[src/rtl/mac_accum.sv]
`default_nettype none
// ============================================================================
// mac_accum : per-frame signed accumulator behind the 18x18 multiplier, with
//             valid/last re-timed to match the multiplier latency.
// Revision  : 1.0
// ============================================================================
module mac_accum #(
  parameter int MULT_LAT = 3,
  parameter int P_W      = 36,
  parameter int ACC_W    = 48,
  parameter int CNT_W    = 16
) (
  input  logic             clk,
  input  logic             rst_n,
  input  logic             in_valid,
  input  logic             in_last,
  input  logic [P_W-1:0]   p,
  output logic             out_valid,
  input  logic             out_ready,
  output logic [ACC_W-1:0] out_acc,
  output logic [CNT_W-1:0] out_cnt,
  output logic             out_ovf,
  output logic             overrun
);

  localparam logic [CNT_W-1:0] CNT_MAX = '1;

  logic v_a;
  logic l_a;

  generate
    if (MULT_LAT == 0) begin : g_lat0
      assign v_a = in_valid;
      assign l_a = in_valid & in_last;
    end else begin : g_pipe
      logic [MULT_LAT-1:0] v_q;
      logic [MULT_LAT-1:0] l_q;

      always_ff @(posedge clk) begin
        if (!rst_n) begin
          v_q <= '0;
          l_q <= '0;
        end else begin
          v_q[0] <= in_valid;
          l_q[0] <= in_valid & in_last;
          for (int i = 1; i < MULT_LAT; i++) begin
            v_q[i] <= v_q[i-1];
            l_q[i] <= l_q[i-1];
          end
        end
      end

      assign v_a = v_q[MULT_LAT-1];
      assign l_a = l_q[MULT_LAT-1];
    end
  endgenerate

  logic [ACC_W-1:0] pext;
  logic [ACC_W-1:0] sum_w;
  logic             add_ovf;

  logic [ACC_W-1:0] acc_q, acc_d;
  logic [CNT_W-1:0] cnt_q, cnt_d;
  logic             ovf_q, ovf_d;
  logic             sof_q, sof_d;

  assign pext    = ACC_W'($signed(p));
  assign sum_w   = acc_q + pext;
  assign add_ovf = (acc_q[ACC_W-1] == pext[ACC_W-1]) && (sum_w[ACC_W-1] != acc_q[ACC_W-1]);

  always_comb begin
    acc_d = acc_q;
    cnt_d = cnt_q;
    ovf_d = ovf_q;
    sof_d = sof_q;
    if (v_a) begin
      if (sof_q) begin
        acc_d = pext;
        cnt_d = CNT_W'(1);
        ovf_d = 1'b0;
      end else begin
        acc_d = sum_w;
        cnt_d = (cnt_q == CNT_MAX) ? cnt_q : cnt_q + CNT_W'(1);
        ovf_d = ovf_q | add_ovf;
      end
      sof_d = l_a;
    end
  end

  logic             out_valid_q;
  logic [ACC_W-1:0] out_acc_q;
  logic [CNT_W-1:0] out_cnt_q;
  logic             out_ovf_q;
  logic             overrun_q;
  logic             capture;
  logic             load;

  // A full holding register may still load if it is being drained this cycle.
  assign capture = v_a & l_a;
  assign load    = capture & (~out_valid_q | out_ready);

  always_ff @(posedge clk) begin
    if (!rst_n) begin
      acc_q       <= '0;
      cnt_q       <= '0;
      ovf_q       <= 1'b0;
      sof_q       <= 1'b1;
      out_valid_q <= 1'b0;
      out_acc_q   <= '0;
      out_cnt_q   <= '0;
      out_ovf_q   <= 1'b0;
      overrun_q   <= 1'b0;
    end else begin
      acc_q <= acc_d;
      cnt_q <= cnt_d;
      ovf_q <= ovf_d;
      sof_q <= sof_d;
      if (load) begin
        out_valid_q <= 1'b1;
        out_acc_q   <= acc_d;
        out_cnt_q   <= cnt_d;
        out_ovf_q   <= ovf_d;
      end else if (out_valid_q && out_ready) begin
        out_valid_q <= 1'b0;
      end
      if (capture && !load) begin
        overrun_q <= 1'b1;
      end
    end
  end

  assign out_valid = out_valid_q;
  assign out_acc   = out_acc_q;
  assign out_cnt   = out_cnt_q;
  assign out_ovf   = out_ovf_q;
  assign overrun   = overrun_q;

endmodule
`default_nettype wire

[config.mk]
export PLATFORM = sky130hd
export DESIGN_NAME = mac_accum
export DESIGN_NICKNAME = d
export VERILOG_FILES = /design/src/rtl/mac_accum.sv
export SDC_FILE = /design/constraint.sdc
export NUM_CORES = 1
export LEC_CHECK = 0
export CORE_ASPECT_RATIO = 1.5
export CORE_UTILIZATION = 56
export DETAILED_ROUTE_END_ITERATION = 8
export PLACE_DENSITY = 0.82
export SYNTH_ARGS = -nofsm -noshare
export SYNTH_HDL_FRONTEND = slang
export SYNTH_SLANG_ARGS = --single-unit
[constraint.sdc]
create_clock -name clk -period 3.9 [get_ports clk]
set_clock_uncertainty 0.15 [all_clocks]
set_input_delay 0.975 -clock clk [delete_from_list [all_inputs] [get_ports clk]]
set_output_delay 0.975 -clock clk [all_outputs]
set_load 0.01 [all_outputs]
==> out/results.ini <==
[status]
status=finished clean

[synth]
mappedNetlistArea_mm2=0.00809
ys_ff_latch=139
ys_types=71
yosysTopAreaCell=dfxtp_1
syn_area_per_cell_um2=7.89
ys_seq_area_frac=0.344
synth_ff_type=dfxtp_1
synth.top_cell.area_share=0.344
yosysWarningCount=0
synth_edf_count=0
syn-num-nets=1115
synth-async-reset-ratio=0
synth_area_leaders=dfxtp_1, ha_1, a21oi_1, nand2_1, o21ai_0
syn_inst=1025

[routing]
postRouteWirelength_um=23500
drt-initial-drc-count=482
first_pass_iters=8
vias=8344
met3WireLength_um=1230
met1_length_um=9050
wl_met2_um=12000
drc=0
top_layer_used=met4
viasPerCell=5.90
ant_nets=0
wl_per_cell_um=16.6

[power_and_ir_drop]
power_density_mw_per_mm2=338
ir_worst_vdd_mv=0.296
p_leak_nw=4.49

[clock_network]
numCtsBuffers=17
clkLatencyLatePin_ps=430
clock_tree.buffer_depth=2
cts_sinks=139
root_buffer=clkbuf_16
cts_hold_buf=0
h-tree-depth=4
clkTransAtPathRegs_ps=60
cts_tree=done

[cells_and_area]
utilization=0.760
num-nets-final=1300
stdcell_count=1415
layout_commonest_cell=dfxtp_1
area_growth_pct=32.1
drive_gt1_frac=0.148
diodes=0
mostFrequentLayoutCells=dfxtp_1, nand2_1, a21oi_1, buf_4, nor2_1
n_fill_cell=1076

[setup_path]
cp_data_arrival_time_ps=3930
crit_path_end_kind=flip-flop
slowest_stage=clkdlybuf4s50_1
critPathLaunchType=input port
worstSetupPathType=in -> reg
cp.required_ps=4050
cp_max_fo=4
crit_top_cell=a21oi_2
cp_cell_sequence=clkdlybuf4s50_1 -> ha_1 -> inv_1 -> fa_1 -> nand2b_1 -> a21oi_2 -> o211ai_1 -> a21oi_2 -> o2111ai_1 -> a21oi_2 -> a21oi_1 -> o21ai_0 -> o21ai_0
cpPeakStageDelay_ps=490

[timing]
worst-slew-pin-transition_ps=661
relSlewSlack=0.559
min_period_ps=3780
drv_slew=0
finalHoldViolCount=0
post-route-period-util=0.969
setup_viol=0
max_freq_mhz=265

[worst_hold_path]
min_path_type=reg -> reg

[placed_design]
portBuffers=107
dp_cells=1380
gp_routability_congestion=0.917
place_hpwl_um=16700

[die]
rows=53
dieArea_mm2=0.0149
num_io_pins=108
start_util=0.575
die_y_um=149
core_area_mm2=0.0141
die_x_um=100

[global_routing]
first_global_vias=8170
grt.overflow.total=0
grt_antenna_before_repair=0
grt_pass1_wl_um=38100
grt_max_degree=52
grtUsageTotal=0.320

[flow_run]
cap_violations=0

[metrics by stage]
step | cell area (µm²) | power (mW) | hold WS [ps] | TNS, ps | setup WS, ps
floorplan | 8090 | 1.79 | 262 | 0 | 366
global placement | 10000 | 1.99 | 265 | -5360 | -267
detailed placement | 10000 | 2.00 | 273 | -8250 | -405
CTS | 10600 | 3.61 | 288 | 0 | 42.2
global route | 10700 | 3.73 | 304 | -53.1 | -33.6
finish | 10700 | 3.61 | 283 | 0 | 120
[final timing paths]
| kind | end | slack [ps] | from | cells after the start |
|---|---|---|---|---|
| worst min-delay path | g_pipe.v_q[2] | 280 | g_pipe.v_q[1] | 1 |
| worst min register to register | g_pipe.v_q[2] | 280 | g_pipe.v_q[1] | 1 |
| worst max-delay path | out_acc[46] | 120 | p[0] | 13 |
| worst max register to register | out_acc[46] | 830 | acc_q[0] | 12 |
[registers in the layout, summed over array words and instances (netlist names)]
signal      count
acc_q          48
out_acc        48
cnt_q          16
out_cnt        16
g_pipe.l_q      3
g_pipe.v_q      3
out_ovf         1
out_valid       1
overrun         1
ovf_q           1
sof_q           1
[cells in the mapped netlist, types with 2 or more instances]
library cell	n
and4_1	4
mux2_2	2
a21boi_0	3
nand2b_1	12
a211oi_1	18
buf_2	2
a31oi_1	11
dfxtp_1	139
xor2_1	24
o21ai_1	3
o21a_1	12
a211oi_2	4
nand4_1	13
nand3_1	29
buf_1	5
clkbuf_1	46
xnor2_1	24
o221a_2	3
nor4_1	2
nor3_1	18
a21o_1	23
o22ai_1	3
nand2_1	118
o31ai_1	4
a21oi_1	119
a2111oi_2	2
and2_1	21
ha_1	48
mux2i_1	17
o211ai_1	19
a41oi_1	2
nor2b_1	7
o21ai_2	2
nor2_1	109
o21ai_0	83
inv_1	17
and3_1	13
o21bai_1	9
or3_1	2
a211o_1	2
[power by group]
part | total [mW] | switching [mW] | internal [mW]
combinational | 0.535 | 0.288 | 0.247
clock | 1.61 | 0.708 | 0.905
sequential | 1.46 | 0.0179 | 1.44
total | 3.61 | 1.01 | 2.59
[logic make-up after synthesis]
family / after synthesis / synth area share
xor+xnor: 48 / 0.0520
fa+ha+maj: 49 / 0.0767
mux: 19 / 0.0238
compound gates: 343 / 0.268
buf+inv: 71 / 0.0342
flops: 139 / 0.344
simple gates: 356 / 0.201
[cell type report]
class	count	area, µm²	share of cell area
Clock buffer	17	425	0.0398
Multi-Input combinational cell	815	5100	0.477
Tap cell	192	240	0.0225
Timing Repair Buffer	220	1910	0.179
Inverter	17	63.8	0.00597
Clock inverter	15	154	0.0144
Sequential cell	139	2790	0.261
[what timing repair did]
action / in CTS / in global routing
cloned: 0 / 0
hold endpoints to repair: 0 / 0
pin swaps: 0 / 7
gates resized for setup: 1 / 12
endpoints found under the setup margin: 2 / 25
setup buffers: 0 / 3
[layer usage]
| layer | global-route usage | up-vias |
|---|---|---|
| li1 | - | 4053 |
| met1 | 0.350 | 3877 |
| met2 | 0.585 | 330 |
| met3 | 0.0497 | 84 |
| met4 | 0.172 | 0 |
| met5 | 0 | - |
[critical path, delay by kind of cell]
kind                       cells  cell delay (ps)
AOI/OAI and AO/OA              8             1630
adders and majority gates      2              560
buffers and inverters          2              550
and+or+nand+nor                1              210
No activity file was read; power rests on OpenSTA's default activity.
